==> config.mk <==
export PLATFORM = sky130hd
export DESIGN_NAME = ddr_cmd_exec
export DESIGN_NICKNAME = d
export VERILOG_FILES = /design/src/rtl/ddr_cmd_pkg.sv /design/src/rtl/ddr_rd_return.sv /design/src/rtl/ddr_cmd_exec.sv
export SDC_FILE = /design/constraint.sdc
export NUM_CORES = 1
export LEC_CHECK = 0
export ABC_AREA = 0
export BUFFER_PORTS_ARGS = -buffer_cell sky130_fd_sc_hd__buf_2
export CAP_MARGIN = 40
export CORE_AREA = 2 2 246 248
export CTS_CLUSTER_SIZE = 10
export DETAILED_ROUTE_END_ITERATION = 8
export DIE_AREA = 0 0 248 250
export GPL_TIMING_DRIVEN = 0
export PLACE_DENSITY_LB_ADDON = 0.15
export RECOVER_POWER = 50
export SYNTH_ARGS = -nofsm -noshare
export SYNTH_HDL_FRONTEND = slang
export SYNTH_SLANG_ARGS = --single-unit
==> constraint.sdc <==
create_clock -name clk -period 6.63 [get_ports clk]
set_clock_uncertainty 0.1 [all_clocks]
set_input_delay 0.663 -clock clk [delete_from_list [all_inputs] [get_ports clk]]
set_output_delay 0.663 -clock clk [all_outputs]
set_load 0.005 [all_outputs]
==> src/rtl/ddr_cmd_pkg.sv <==
// Shared constants, field widths and FSM encoding for the DDR command executor.
// Field widths match the command FIFO entry layout:
// {cmd_type, addr, burst_cnt, wt_data, wt_mask}.
package ddr_cmd_pkg;

  localparam int ADDR_W_DEF  = 27;
  localparam int DATA_W_DEF  = 128;
  localparam int MASK_W_DEF  = DATA_W_DEF / 8;
  localparam int BURST_W_DEF = 6;
  localparam int CMD_ENTRY_W = 1 + ADDR_W_DEF + BURST_W_DEF + DATA_W_DEF + MASK_W_DEF;

  localparam logic CMD_WRITE = 1'b1;
  localparam logic CMD_READ  = 1'b0;

  localparam logic [2:0] APP_CMD_WR = 3'b000;
  localparam logic [2:0] APP_CMD_RD = 3'b001;

  typedef enum logic [1:0] {
    IDLE    = 2'd0,
    WR_CMD  = 2'd1,
    WR_DATA = 2'd2,
    RD_CMD  = 2'd3
  } state_t;

endpackage

==> src/rtl/ddr_rd_return.sv <==
// Read-return path: registers DDR read beats toward the response path (latency 1)
// and tracks how many read beats are still owed by the DDR IP.
// Ports: i_rdata/i_rdata_vld from the IP; i_issue/i_issue_burst when a read is
// accepted; i_req_burst/i_rsp_free for the credit compare; o_rsp_* forwarded beats;
// o_credit_ok = room for the candidate read; o_outstanding_nz for busy.
module ddr_rd_return #(
  parameter int DATA_W  = 128,
  parameter int BURST_W = 6,
  parameter int CNT_W   = BURST_W + 1
) (
  input  logic               clk,
  input  logic               rst,
  input  logic [DATA_W-1:0]  i_rdata,
  input  logic               i_rdata_vld,
  input  logic               i_issue,
  input  logic [BURST_W-1:0] i_issue_burst,
  input  logic [BURST_W-1:0] i_req_burst,
  input  logic [CNT_W-1:0]   i_rsp_free,
  output logic               o_rsp_valid,
  output logic [DATA_W-1:0]  o_rsp_data,
  output logic               o_credit_ok,
  output logic               o_outstanding_nz
);

  localparam int CW = CNT_W + 1;

  logic [CNT_W-1:0] r_outstanding;
  logic [CNT_W-1:0] w_cnt_next;
  logic [CW-1:0]    w_need;

  // One extra bit so burst+1+outstanding cannot wrap before the compare.
  assign w_need      = CW'(i_req_burst) + CW'(1) + CW'(r_outstanding);
  assign o_credit_ok = (CW'(i_rsp_free) >= w_need);
  assign o_outstanding_nz = (r_outstanding != '0);

  // Issue is added before the return beat is subtracted, so a same-cycle
  // issue and return nets to +beats-1; a stray beat with nothing owed stays at 0.
  always_comb begin
    w_cnt_next = r_outstanding;
    if (i_issue) begin
      w_cnt_next = w_cnt_next + CNT_W'(i_issue_burst) + CNT_W'(1);
    end
    if (i_rdata_vld && (w_cnt_next != '0)) begin
      w_cnt_next = w_cnt_next - CNT_W'(1);
    end
  end

  always_ff @(posedge clk or posedge rst) begin
    if (rst) begin
      r_outstanding <= '0;
      o_rsp_valid   <= 1'b0;
      o_rsp_data    <= '0;
    end else begin
      r_outstanding <= w_cnt_next;
      o_rsp_valid   <= i_rdata_vld;
      o_rsp_data    <= i_rdata;
    end
  end

endmodule

==> src/rtl/ddr_cmd_exec.sv <==
// Pops command-FIFO entries and sequences them onto the DDR3 IP app interface;
// reads are issued only when the response FIFO has room for every owed beat.
// Ports: io_pop_* command FIFO pop side; app_* DDR IP command/write/read ports;
// io_rsp_* registered read beats plus downstream free count; busy status.
module ddr_cmd_exec
  import ddr_cmd_pkg::*;
#(
  parameter int ADDR_W  = ADDR_W_DEF,
  parameter int DATA_W  = DATA_W_DEF,
  parameter int MASK_W  = MASK_W_DEF,
  parameter int BURST_W = BURST_W_DEF
) (
  input  logic               clk,
  input  logic               rst,
  input  logic               init_calib_complete,
  input  logic               io_pop_valid,
  output logic               io_pop_ready,
  input  logic               io_pop_cmd_type,
  input  logic [ADDR_W-1:0]  io_pop_addr,
  input  logic [BURST_W-1:0] io_pop_burst_cnt,
  input  logic [DATA_W-1:0]  io_pop_wt_data,
  input  logic [MASK_W-1:0]  io_pop_wt_mask,
  output logic [2:0]         app_cmd,
  output logic               app_cmd_en,
  input  logic               app_cmd_rdy,
  output logic [ADDR_W-1:0]  app_addr,
  output logic [BURST_W-1:0] app_burst_number,
  output logic [DATA_W-1:0]  app_wdata,
  output logic [MASK_W-1:0]  app_wdata_mask,
  output logic               app_wdata_en,
  output logic               app_wdata_end,
  input  logic               app_wdata_rdy,
  input  logic [DATA_W-1:0]  app_rdata,
  input  logic               app_rdata_valid,
  input  logic               app_rdata_end,
  output logic               io_rsp_valid,
  output logic [DATA_W-1:0]  io_rsp_data,
  input  logic [BURST_W:0]   io_rsp_free,
  output logic               busy
);

  state_t             r_state, w_state_next;
  logic [ADDR_W-1:0]  r_addr;
  logic [BURST_W-1:0] r_burst;
  logic [BURST_W-1:0] r_beat_cnt;
  logic               w_latch, w_beat_inc, w_beat_clr, w_rd_issue;
  logic               w_last_beat, w_credit_ok, w_outstanding_nz;
  logic               w_unused_rdata_end;

  // Read beats are counted individually, so the IP's end-of-burst flag adds nothing.
  assign w_unused_rdata_end = app_rdata_end;

  // beat_cnt never exceeds burst_cnt, so a 64-beat burst compares at 63 without wrapping.
  assign w_last_beat = (r_beat_cnt == r_burst);

  always_ff @(posedge clk or posedge rst) begin
    if (rst) begin
      r_state    <= IDLE;
      r_addr     <= '0;
      r_burst    <= '0;
      r_beat_cnt <= '0;
    end else begin
      r_state <= w_state_next;
      if (w_latch) begin
        r_addr  <= io_pop_addr;
        r_burst <= io_pop_burst_cnt;
      end
      if (w_beat_clr) begin
        r_beat_cnt <= '0;
      end else if (w_beat_inc) begin
        r_beat_cnt <= r_beat_cnt + BURST_W'(1);
      end
    end
  end

  always_comb begin
    w_state_next     = r_state;
    app_cmd          = APP_CMD_WR;
    app_cmd_en       = 1'b0;
    app_addr         = '0;
    app_burst_number = '0;
    app_wdata        = '0;
    app_wdata_mask   = '0;
    app_wdata_en     = 1'b0;
    app_wdata_end    = 1'b0;
    io_pop_ready     = 1'b0;
    w_latch          = 1'b0;
    w_beat_inc       = 1'b0;
    w_beat_clr       = 1'b0;
    w_rd_issue       = 1'b0;
    case (r_state)
      IDLE: begin
        // Calibration only gates new commands; bursts in flight always finish.
        if (init_calib_complete && io_pop_valid) begin
          if (io_pop_cmd_type == CMD_WRITE) begin
            w_latch      = 1'b1;
            w_state_next = WR_CMD;
          end else if (w_credit_ok) begin
            w_latch      = 1'b1;
            w_state_next = RD_CMD;
          end
        end
      end
      WR_CMD: begin
        // Head entry stays in the FIFO: it also carries beat 0.
        app_cmd_en       = 1'b1;
        app_addr         = r_addr;
        app_burst_number = r_burst;
        if (app_cmd_rdy) begin
          w_state_next = WR_DATA;
        end
      end
      WR_DATA: begin
        app_wdata_en   = io_pop_valid;
        app_wdata      = io_pop_wt_data;
        app_wdata_mask = io_pop_wt_mask;
        app_wdata_end  = io_pop_valid && w_last_beat;
        io_pop_ready   = app_wdata_rdy && io_pop_valid;
        if (app_wdata_rdy && io_pop_valid) begin
          if (w_last_beat) begin
            w_beat_clr   = 1'b1;
            w_state_next = IDLE;
          end else begin
            w_beat_inc = 1'b1;
          end
        end
      end
      RD_CMD: begin
        app_cmd          = APP_CMD_RD;
        app_cmd_en       = 1'b1;
        app_addr         = r_addr;
        app_burst_number = r_burst;
        if (app_cmd_rdy) begin
          io_pop_ready = 1'b1;
          w_rd_issue   = 1'b1;
          w_state_next = IDLE;
        end
      end
      default: w_state_next = IDLE;
    endcase
  end

  ddr_rd_return #(
    .DATA_W  (DATA_W),
    .BURST_W (BURST_W),
    .CNT_W   (BURST_W + 1)
  ) u_rd_return (
    .clk              (clk),
    .rst              (rst),
    .i_rdata          (app_rdata),
    .i_rdata_vld      (app_rdata_valid),
    .i_issue          (w_rd_issue),
    .i_issue_burst    (r_burst),
    .i_req_burst      (io_pop_burst_cnt),
    .i_rsp_free       (io_rsp_free),
    .o_rsp_valid      (io_rsp_valid),
    .o_rsp_data       (io_rsp_data),
    .o_credit_ok      (w_credit_ok),
    .o_outstanding_nz (w_outstanding_nz)
  );

  assign busy = (r_state != IDLE) || w_outstanding_nz;

endmodule

======== Yosys cells after proc, flatten, opt, wreduce, memory -nomap -nowiden ========
Index checks and enable logic that the tools add are counted.
word-level totals
  bits in registers ....................... 177
  input bits .............................. 321
  output and inout port bits .............. 314
  logic and storage cells ................. 69
operators by class
  add/subtract/negate cells ............... 6
  $lt $le $gt $ge ......................... 1
  eq/ne operators ......................... 10
  mux-type cells .......................... 33
  reductions and logical operators ........ 12
operators by type and width
  kind                                                    count
  2-to-1 mux 128 bit                                      1
  2-to-1 mux 27 bit                                       1
  2-to-1 mux 6 bit                                        3
  2-to-1 mux 1 bit                                        16
  2-to-1 mux 16 bit                                       1
  2-to-1 mux 2 bit                                        7
  2-to-1 mux 7 bit                                        2
  nonzero test 7 bit                                      2
  inequality test 2 bit (second input constant)           5
  adder 8 x 7 -> 8 bit                                    1
  greater-or-equal comparator 7 x 8 -> 1 bit              1
  case mux 2 bit (4 select lines)                         1
  adder 6 x 1 -> 7 bit (second input constant)            1
  adder 7 x 1 -> 7 bit (second input constant)            1
  adder 7 x 6 -> 7 bit                                    1
  subtractor 7 x 1 -> 7 bit (second input constant)       1
  adder 6 x 1 -> 6 bit (second input constant)            1
  == test 6 bit                                           1
  AND reduction 6 bit                                     1
  == test 2 bit (second input constant)                   2
  logical AND 1 bit                                       4
  nonzero test 2 bit                                      2
  inequality test 3 x 2 -> 1 bit (second input constant)  1
  == test 2 x 1 -> 1 bit (second input constant)          1
  other kinds (4)                                         4

======== Longest topological paths before layout ========
Gate-level depths: netlist (run 1).
  depth after elaboration ................. 7
  depth in mapped cells ................... 16
  depth with buffers taken out ............ 15

======== By module ========
A second synthesis (run 1) with hierarchy kept.
unflattened totals
  cell total of the unflattened synthesis .. 613
  area total of the unflattened synthesis .. 7484.7 µm²
by module, submodules not included
  module         times used  cells each  area an instance (µm²)  seq. area each (µm²)
  ddr_rd_return  1           276         4481.8                  3403.3
  ddr_cmd_exec   1           337         3002.9                  1026.0

======== Worst setup path after synthesis (run 1) ========
Ideal clock, no wire load.
  kind .................................... input to register
  start ................................... in io_pop_burst_cnt[0]
  end ..................................... reg r_addr[26]
  library setup time ...................... 0.148 ns
  arrival time ............................ 3.423 ns
  slack ................................... 2.959 ns
  stages on the path ...................... 15
  cell sequence ........................... ha_1 fa_1 a21oi_1 nor2_1 nor2_1 o21bai_1 a21oi_1 xor2_1 ha_1 and3_1 a221oi_1 o21ai_1 clkbuf_1 nand4_1 o311ai_0
on the way
  longest elaborated chain between the ends .. 7
ends and longest elaborated chain
  element                                     RTL line             source
  start: declaration                          ddr_cmd_exec.sv:20   input logic [BURST_W-1:0] io_pop_burst_cnt,
  adder 6 x 1 -> 7 bit                        ddr_rd_return.sv:32  assign w_need = CW'(i_req_burst) + CW'(1) + CW'(r_outstanding);
  adder 8 x 7 -> 8 bit                        ddr_rd_return.sv:32
  greater-or-equal comparator 7 x 8 -> 1 bit  ddr_rd_return.sv:33  assign o_credit_ok = (CW'(i_rsp_free) >= w_need);
  2-to-1 mux 1 bit                            ddr_cmd_exec.sv:98   end else if (w_credit_ok) begin
  2-to-1 mux 1 bit                            ddr_cmd_exec.sv:95   if (io_pop_cmd_type == CMD_WRITE) begin
  2-to-1 mux 1 bit                            ddr_cmd_exec.sv:94   if (init_calib_complete && io_pop_valid) begin
  2-to-1 mux 1 bit                            ddr_cmd_exec.sv:91   case (r_state)
  end signal: assignment                      ddr_cmd_exec.sv:65   r_addr <= io_pop_addr;
  end: declaration                            ddr_cmd_exec.sv:43   logic [ADDR_W-1:0] r_addr;
No other way between the ends.
A chain may end at the register's enable or synchronous reset.

======== Worst setup path in the final report (run 1) ========
  start ................................... reg r_state[1]
  end ..................................... out app_wdata[96]
on the way
  longest elaborated chain between the ends .. 2
ends and longest elaborated chain
  element                   RTL line            source
  start: declaration        ddr_cmd_exec.sv:42  state_t r_state, w_state_next;
  start signal: assignment  ddr_cmd_exec.sv:63  r_state <= w_state_next;
  == test 2 bit             ddr_cmd_exec.sv:91
  2-to-1 mux 128 bit        ddr_cmd_exec.sv:91
  end: declaration          ddr_cmd_exec.sv:28  output logic [DATA_W-1:0] app_wdata,
No other way between the ends.

==> results of run 1 <==
==> stage by stage <==
| stage | std cells | instance area, um^2 | hold slack (ps) |
|---|---|---|---|
| after floorplan | 765 | 8110 | 400 |
| after global routing | 2215 | 12900 | 131 |
| final | 2216 | 12900 | 170 |
| after CTS | 2212 | 12900 | 120 |
| after detailed placement | 2180 | 12300 | 438 |
| after global placement | 2177 | 12200 | 421 |
==> cell usage in the layout (no fill, tap or decap), types with 2 or more instances in the layout <==
cell	instances
o21ai_0	11
o31ai_1	2
clkbuf_1	70
dfrtp_1	177
buf_2	607
nand2b_1	4
nand2_1	19
a21o_1	6
fa_1	2
nor3b_1	4
nor3_1	8
inv_6	2
bufinv_16	2
o21bai_1	2
ha_1	24
diode_2	4
conb_1	2
nand4_1	34
clkinv_8	3
and2_1	179
o311a_1	2
inv_1	41
mux2i_1	2
buf_4	4
inv_8	5
o21a_1	4
a211oi_1	2
xnor2_1	14
a21oi_1	50
o311ai_0	33
clkbuf_16	17
and3_1	41
xor2_1	5
nor2_1	13
nand3_1	12
==> synthesized netlist by cell type (all sizes together) (6+ instances only) <==
| cell | n | area [um^2] |
|---|---|---|
| xnor2 | 14 | 123 |
| nand3 | 12 | 60.1 |
| and3 | 41 | 257 |
| o21ai | 12 | 60.1 |
| nor3 | 8 | 40.0 |
| and2 | 180 | 1130 |
| nor2 | 13 | 48.8 |
| o311ai | 33 | 289 |
| nand2 | 19 | 71.3 |
| dfrtp | 177 | 4430 |
| a21oi | 50 | 250 |
| inv | 42 | 158 |
| nand4 | 34 | 213 |
| clkbuf | 48 | 180 |
| ha | 24 | 300 |
| a21o | 6 | 45.0 |
==> state kept, by name (all words and copies together) (netlist names) <==
signal                     cells
r_addr                        27
r_beat_cnt                     6
r_burst                        6
r_state                        2
u_rd_return.o_rsp_data       128
u_rd_return.o_rsp_valid        1
u_rd_return.r_outstanding      7
==> power by group through the flow <==
stage | clock, mW | sequential [mW] | combinational [mW]
finish | 1.13 | 1.41 | 2.04
global route | 1.23 | 1.43 | 2.27
CTS | 1.19 | 1.41 | 2.08
detailed placement | 0 | 1.43 | 2.06
global placement | 0 | 1.43 | 2.04
floorplan | 0 | 1.36 | 1.16
==> area by class of cell <==
type | instances | share of cell area
antenna | 4 | 0.000775
buffer | 50 | 0.0151
clock buffer | 17 | 0.0330
clock inverter | 15 | 0.0165
inverter | 42 | 0.0123
multi-input combinational | 496 | 0.258
sequential | 177 | 0.343
tap | 782 | 0.0758
timing repair buffer | 633 | 0.245
==> per-layer routing <==
layer,wire [um],global-route usage
met1,16300,0.147
met2,23900,0.261
met3,3330,0.0461
met4,1210,0.0453
met5,23,0
==> how the worst min path moves through the flow <==
stage,to,slack [ps],start
floorplan,r_addr[24],400,r_addr[24]
global placement,r_addr[26],420,r_addr[26]
detailed placement,r_addr[9],440,r_addr[9]
CTS,u_rd_return.o_rsp_data[40],120,app_rdata[40]
global route,u_rd_return.o_rsp_data[13],130,app_rdata[13]
finish,u_rd_return.o_rsp_data[55],170,app_rdata[55]
==> logic make-up (layout without fill, tap and decap cells) <==
group	Yosys count	after routing
AND/OR/NAND/NOR	322	322
flip-flops	177	177
AO/OA/AOI/OAI	124	124
buffers and inverters	92	757
adder cells (fa/ha/maj)	26	26
XOR/XNOR	19	19
multiplexers	3	3
other	1	6
==> results.md, run 1 <==
- Outcome: complete, but fails checks
- Largest family of logic cells by synthesized area: simple AND/OR/NAND/NOR gates
- Number of global-route vias before repair: 8825
- # setup viols final: 0
- Setup_tns: 0 ps
- Final wirelength: 44.7 mm
- Die Ht: 250 um
- Pwr dens: 354 nW/um^2
- Fmax: 0.245 GHz
- Cells after Synth: 764
- Final Cycle Share: 0.616
- Prevailing post-synth register cell: dfrtp_1
- Async SR Flop Fraction: 1.00
- DRC: 0
- Nets: 1764
- Post-synthesis compound-gate area fraction: 0.105
- Mux cell area share after synthesis: 0.00386
- Int Power: 2.65 mW
- Vias: 8565
- H-tree lvl count: 4
- Failing checks: capacitance limit, slew limit
- Worst Setup Start Kind: register
- RSZ-0062 raised after global routing: no
- Worst setup EP type: output pin
- Peak VDD IR: 0.188 mV
- Synthesized area: 8110 um^2
- Switch Pwr: 1.93 mW
- Logic gate share of total power: 0.446
- Pre-CTS setup slack: 2130 ps
- Core ar.: 59600 um^2
- First-pass GRT wire length: 62.2 mm
- # Post-CTS Setup Buffers: 0
- Sequential group share of total power: 0.308
- Post-DP HPWL: 37.6 mm
- Critical Path AT: 3320 ps
- CP endpoint: app_wdata[96]
- Die W: 248 um
- R2R setup slack: 2610 ps
- Max Slew Vio Count: 101
- Largest net degree at the start of global routing: 102
- Clock tree from TritonCTS: yes
- Avg WL per Cell: 20.2 um
- Seq. cell area: 4430 um^2
- Crit path max fanout: 10
- Antenna violations before repair: 27
- PnR worst setup slack: 2540 ps
- Critical Path Start: r_state[1]
- Clock transition at path regs: 80 ps
- Pleak: 6.78 nW
- Rows: 90
- Fill cell count: 6700
- GRT Total Usage: 0.141
- Root buffer cell: clkbuf_16
- Post-synthesis cell type count: 49
- Post-synth EDFFs: 0
- 1st-iter DRT viols: 377
- Critical path buffers and inverters: 4
- R2r startpoint: u_rd_return.r_outstanding[0]
- Antenna-violating nets left: 0
- Adder-Cell Fraction of Synth Area: 0.0420
- Area Overhead vs Synth: 59.2%
- CTS resizes: 0
- Pwr Total: 4.57 mW
- Die Area: 62000 um^2
- Congestion Overflow GR: 0
- GPL Wtd Cong: 0.877
- Share of cells above drive strength 1: 0.457
- Crit-path slowest cell: dfrtp_1
- Buffers on Ports: 630
- Sw Ratio: 0.421
- CTS Sinks: 177
- Worst Reg-to-Reg Cells: 15
- Slew headroom: -2.00
- Multi-input gate area: 3330 um^2
- Crit path required time: 5870 ps
- Clock Path Buffers: 2
- R2r endpoint: r_addr[26]
- Synth Area in XOR/XNOR: 0.0205
- Worst-skew pair later-pin latency: 470 ps
- Starting Density: 0.136
- Register area share after synthesis: 0.546
- Crit-path cells: nor2b_1 > clkbuf_1 > clkbuf_1 > clkbuf_1 > and2_1 > buf_2
- First-pass DRT Iterations: 4
- Min cycle time layout: 4090 ps
- Number of hold buffers added after cts: 0
- Hold depth: 1
- Crit path max-delay family: buffers and inverters
- Setup CP Type: reg2out
- Synth Area in Simple Gates: 0.239
- Worst hold-check path type: in2reg
- Vias per cell: 3.87
- MaxCap Viol Count: 1
- I/O pin count: 635
- Avg Inst Size Synth: 10.6 um^2
- Final hold violation count: 0
- Clock network power share: 0.246
- Warnings, synthesis: 0
- CTS Buf Count: 17
- Crit. path cell count: 6
- Crit-path max cell delay: 610 ps
- Most numerous cell on the critical path: clkbuf_1
- Worst Tran Pin Value: 4480 ps
- Core Util, Final: 0.217
- Seq cells post-synth: 177
No activity file was read; power rests on OpenSTA's default activity.
==> run 2, diff against run 1 <==
- CORE_AREA: 2 2 246 248 -> 2 2 244 246
- DIE_AREA: 0 0 248 250 -> 0 0 246 248
- clock period: 6.63 -> 3.3 ns (I/O delays scaled with it)
==> run 2 against run 1 <==
Against the previous run:
- the run ends with setup timing left
- utilization increased by 3.2 points
- critical path type is now reg2reg
- combinational power increased by 150%
- sequential power increased by 99%
- die area decreased by 1.6%
- non-clock buffer count increased by 144
- clock-buffer cell count unchanged
- via count increased by 3.0%
- critical path depth increased by 10
- design area increased by 12%
- clock power increased by 87%
- final cell count increased by 5.9%
- wire length decreased by 12%
- highest routed layer unchanged
==> results.md, run 2 (synthesis results as in run 1) <==
- Worst Setup Start Kind: register
- Top flop regs: u_rd_return.o_rsp_data: 128 flops, r_addr: 27 flops, u_rd_return.r_outstanding: 7 flops
- Final instance area: 14500 um^2
- Slew headroom: 0.238
- Worst Tran Pin Value: 1140 ps
- Worst setup EP type: register
- Commonest cells after routing, fill and taps aside: buf_2, and2_1, dfrtp_1
- RSZ-0062 raised after global routing: yes
- Min cycle time layout: 3370 ps
- Final hold violation count: 0
- Fmax: 0.297 GHz
- Nets: 1908
- Congestion Overflow GR: 0
- MaxCap Viol Count: 0
- Setup_tns: -1400 ps
- Buffers on Ports: 630
- Hold_ws: 44.2 ps
- Pre-CTS setup slack: -896 ps
- CTS Buf Count: 17
- Commonest non-fill, non-tap cell in the layout: buf_2
- Post-DP HPWL: 31.4 mm
- Post-route insts no fill: 2347
- Starting Density: 0.139
- Core Util, Final: 0.248
- Clock Path Buffers: 2
- Number of global-route vias before repair: 9169
- Placed Cells: 2174
- PnR worst setup slack: -65.1 ps
- Failing checks: setup timing
- Met1 usage: 0.136
- Final wirelength: 39.4 mm
- Root buffer cell: clkbuf_16
- H-tree lvl count: 4
- Met2 GRT Util: 0.226
- Peak VDD IR: 0.364 mV
- Max Slew Vio Count: 0
- Avg WL per Cell: 16.8 um
- Number of flip-flops under the largest register name: 128
- Top reg by flops: u_rd_return.o_rsp_data
- Crit path required time: 3500 ps
- Setup CP Type: reg2reg
- Clock transition at path regs: 70 ps
- DRC: 0
- First-pass GRT wire length: 55.7 mm
- Pwr dens: 686 nW/um^2
- GRT Total Usage: 0.123
- Pwr Total: 9.96 mW
- Worst hold-check path type: in2reg
- Antenna-violating nets left: 0
- Final Cycle Share: 1.02
- Outcome: complete, but fails checks
- Core ar.: 58500 um^2
- Post-place instance area: 12400 um^2
- Vias per cell: 3.76
- Die W: 246 um
- Met3 usage: 0.0306
- CTS Sinks: 177
- Share of cells above drive strength 1: 0.409
- Antenna violations before repair: 8
- Largest net degree at the start of global routing: 38
- Die Area: 61000 um^2
- Gr busiest metal: met2
- 1st-iter DRT viols: 302
- Critical Path AT: 3570 ps
- Die Ht: 248 um
- GPL Wtd Cong: 0.795
- # setup viols final: 31
- Vias: 8821
- Area Overhead vs Synth: 79.0%
- I/O pin count: 635
- Worst-skew pair later-pin latency: 450 ps
- Clock tree from TritonCTS: yes
- First-pass DRT Iterations: 4
- Rows: 89
- Pleak: 7.27 nW
- Crit path max fanout: 10
-- run 2: changes by cell type in the layout (fill, tap and decap cells not counted), moves of 3 or more --
cell / before / now
buf_2: 607 / 543
clkbuf_8: 0 / 5
inv_6: 2 / 7
o311ai_0: 33 / 3
inv_8: 5 / 1
buf_12: 0 / 3
buf_8: 0 / 3
buf_4: 4 / 11
diode_2: 4 / 1
dlygate4sd3_1: 0 / 130
clkbuf_1: 70 / 129
o311ai_1: 0 / 6
o311ai_2: 0 / 24
-- run 2: cell type report --
cell class	instances	area (um^2)
fill	6450	43900
timing repair buffer	778	4530
sequential	177	4430
multi-input combinational	496	3580
tap	773	967
clock buffer	17	425
buffer	49	255
clock inverter	14	169
inverter	42	159
antenna	1	2.50
-- run 2: timing repair --
action / CTS / global route
endpoints found under the hold margin: 164 / 0
hold buffers: 130 / 0
resized for setup: 83 / 9
endpoints found under the setup margin: 85 / 35
pin swaps: 7 / 3
gates cloned: 3 / 0
setup buffers: 8 / 0
-- run 2: path summary, 6_finish.rpt --
kind	start	end	slack, ps	depth (start not counted)
hold / removal	io_pop_addr[25]	r_addr[25]	40	3
hold reg to reg	r_addr[3]	r_addr[3]	440	2
setup reg to reg	u_rd_return.r_outstanding[0]	r_addr[3]	-70	16
min in group asynchronous	rst	u_rd_return.o_rsp_data[36]	420	3
max in group asynchronous	rst	u_rd_return.r_outstanding[0]	210	7
setup / recovery	u_rd_return.r_outstanding[0]	r_addr[3]	-70	16
-- run 2: critical path, cell delays in order (launching register included) --
cell      delay [ps]
dfrtp_2          430
ha_4             170
fa_2             360
a21oi_2          130
nor2_1            40
nor2_1           130
o21bai_1          80
a21oi_1          150
xor2_1           200
ha_1             270
and3_4           190
a221oi_4         260
buf_4            160
o21ai_4          120
buf_8            190
nand4_1          110
o311ai_2         110
-- run 2: layer usage --
metal / part of all wire / routed length (um)
met1: 0.39 / 15400
met4: 0.024 / 938
met3: 0.068 / 2680
met2: 0.51 / 20300
met5: 0.0020 / 77
-- run 2: report_power, final --
| part | leakage (nW) | switching, mW | internal (mW) |
|---|---|---|---|
| Clock | 0.287 | 0.973 | 1.14 |
| Combinational | 4.97 | 2.75 | 2.30 |
| Sequential | 2.01 | 0.312 | 2.49 |
| Total | 7.27 | 4.04 | 5.93 |
==> run 3, diff against run 2 <==
- ABC_AREA: 0 -> 1
- CELL_PAD_IN_SITES_DETAIL_PLACEMENT: default -> 0
- CELL_PAD_IN_SITES_GLOBAL_PLACEMENT: default -> 1
- CORE_AREA: 2 2 244 246 -> 2 2 247 249
- DIE_AREA: 0 0 246 248 -> 0 0 249 251
==> run 3 against run 2 <==
Against the previous run:
- the run ends with capacitance limit, slew limit left
- fmax grew 8.5%
- global-route usage grew 1.1 points
- sequential power is essentially flat
- critical path type unchanged
- highest routed layer unchanged
==> results.md, run 3 <==
- Crit-path max cell delay: 410 ps
- GRT Total Usage: 0.133
- Avg Inst Size Synth: 8.42 um^2
- Number of flip-flops under the largest register name: 128
- CTS Buf Count: 17
- Worst hold-check path type: in2reg
- Core Util, Final: 0.239
- Final wirelength: 42.2 mm
- Final Cycle Share: 0.940
- Seq cells post-synth: 177
- Crit path max fanout: 7
- Synthesized area: 7870 um^2
- Worst-skew pair later-pin latency: 450 ps
- Min cycle time layout: 3100 ps
- Antenna violations before repair: 18
- Clock tree from TritonCTS: yes
- Top reg by flops: u_rd_return.o_rsp_data
- I/O pin count: 635
- Nets: 2091
- Antenna-violating nets left: 0
- RSZ-0062 raised after global routing: yes
- Worst Tran Pin Value: 1860 ps
- Slew headroom: -0.241
- Setup CP Type: reg2reg
- Die Ht: 251 um
- Rows: 90
- Vias per cell: 3.48
- Buffers on Ports: 631
- Share of cells above drive strength 1: 0.376
- Avg WL per Cell: 16.6 um
- Post-synth top cells: inv_1, nand2_1, dfrtp_1
- Warnings, synthesis: 0
- Worst setup EP type: register
- Crit-path cells: ha_4 > fa_2 > nand3_2 > and2_4 > inv_2 > a21oi_2 > nor2_1 > nor2_1 > xor2_1 > ha_1 > and3_1 > nand2_1 > nand2_2 > nand2_4 > nand2_8 > nand3_4 > clkbuf_16 > nand2_2 > nand2_1
- Biggest area consumer among synthesized cells: dfrtp_1
- Max Slew Vio Count: 29
- Core ar.: 59800 um^2
- Pleak: 8.34 nW
- Largest net degree at the start of global routing: 34
- Most frequent cell after synthesis: inv_1
- Prevailing post-synth register cell: dfrtp_1
- Clock Path Buffers: 2
- Post-DP HPWL: 35.6 mm
- 1st-iter DRT viols: 256
- Hold_ws: 41.3 ps
- Root buffer cell: clkbuf_16
- Clock transition at path regs: 70 ps
- Cells after Synth: 934
- Top cells by area, synth: dfrtp_1, inv_1, nand2_1
- Top flop regs: u_rd_return.o_rsp_data: 128 flops, r_addr: 27 flops, u_rd_return.r_outstanding: 7 flops
- Pwr dens: 616 nW/um^2
- CTS Sinks: 177
- GPL Wtd Cong: 0.855
- Async SR Flop Fraction: 1.00
- Starting Density: 0.132
- First-pass GRT wire length: 60.9 mm
- MaxCap Viol Count: 1
- DRC: 0
- Final hold violation count: 0
- Die W: 249 um
- Number of global-route vias before repair: 9397
- Failing checks: capacitance limit, slew limit
- Outcome: complete, but fails checks
- First-pass DRT Iterations: 4
- # setup viols final: 0
- Die Area: 62500 um^2
- Synth top area share: 0.563
- Post-synth EDFFs: 0
- Fmax: 0.322 GHz
- Congestion Overflow GR: 0
- Register area share after synthesis: 0.563
- H-tree lvl count: 4
- Multi-input gate area: 2550 um^2
- Commonest cells after routing, fill and taps aside: buf_2, inv_1, dfrtp_1
- Vias: 8833
- Critical Path AT: 3340 ps
- Area Overhead vs Synth: 81.9%
- Worst Setup Start Kind: register
- Seq. cell area: 4430 um^2
- Fill cell count: 6751
- Post-synthesis cell type count: 40
- Crit-path slowest cell: dfrtp_1
- Peak VDD IR: 0.400 mV
- Crit path required time: 3540 ps
- Commonest non-fill, non-tap cell in the layout: buf_2
[run 3: cell count changes in the layout (fill, tap and decap cells not counted), moves of 18 or more]
cell | previous run | this run
inv_1 | 41 | 224
nand2_1 | 19 | 160
clkbuf_1 | 129 | 97
nand2_2 | 0 | 22
and2_1 | 179 | 0
o311ai_2 | 24 | 0
nor2_1 | 12 | 160
and3_1 | 40 | 1
buf_2 | 543 | 561
a21oi_1 | 48 | 6
[run 3: worst paths after layout]
kind,endpoint,cells past startpoint,from,slack (ps)
setup / recovery,r_burst[5],19,u_rd_return.r_outstanding[0],200
max in group asynchronous,u_rd_return.r_outstanding[2],4,rst,540
hold reg to reg,r_addr[17],2,r_addr[17],370
min in group asynchronous,u_rd_return.o_rsp_data[27],3,rst,410
hold / removal,r_addr[3],3,io_pop_addr[3],40
setup reg to reg,r_burst[5],19,u_rd_return.r_outstanding[0],200
[run 3: critical path: cells and delay by family, from the launching register on]
kind / cells / cell delay, ps
simple gates: 12 / 1170
fa+ha+maj: 3 / 840
flops: 1 / 410
buf+inv: 2 / 280
compound gates: 1 / 110
xor+xnor: 1 / 80
[run 3: repair_timing]
item                                   CTS  global route
cloned                                   0             4
pin swaps                                0             3
setup endpoints to repair               32            34
buffers inserted                         0             4
gates resized for setup                 10            34
hold buffers                           143             0
endpoints found under the hold margin  154             0
[run 3: kinds of logic (layout without fill, tap and decap cells)]
family / count (synthesis) / count (layout) / synth area share
AND/OR/NAND/NOR: 429 / 430 / 0.232
buffers and inverters: 265 / 1086 / 0.129
flip-flops: 177 / 177 / 0.563
adder cells (fa/ha/maj): 26 / 26 / 0.0433
AO/OA/AOI/OAI: 22 / 22 / 0.0170
XOR/XNOR: 14 / 14 / 0.0156
other: 1 / 4 / 0.000477
[run 3: report_power, final]
group	internal, mW	switching (mW)
registers	2.52	0.276
logic	1.61	2.30
clock network	1.10	1.01
[run 3: cell type report]
type                       instances  share of cell area
antenna                            2            0.000350
timing repair buffer             789               0.328
sequential                       177               0.309
clock inverter                    14              0.0117
multi-input combinational        494               0.178
buffer                            35              0.0128
tap                              782              0.0684
inverter                         230              0.0606
clock buffer                      18              0.0307
[run 3: per-stage QoR]
step / setup TNS [ps] / power [mW] / area (um^2) / setup WS, ps / std cells
4_1_cts: -1.94 / 8.84 / 14200 / -1.94 / 2531
3_5_place_dp: -16830 / 6.47 / 12200 / -565 / 2356
6_report: 0 / 8.82 / 14300 / 197 / 2541
5_1_grt: -130 / 9.67 / 14300 / -15.4 / 2541
2_1_floorplan: 0 / 4.78 / 7880 / 352 / 935
3_3_place_gp: -172900 / 6.47 / 12000 / -909 / 2348
[run 3: layer usage]
layer,track usage,wire [um],up-vias
met1,0.134,14900,3979
met2,0.257,22800,430
met4,0.0377,948,12
met3,0.0480,3460,56
met5,0,74,-
li1,-,-,4356
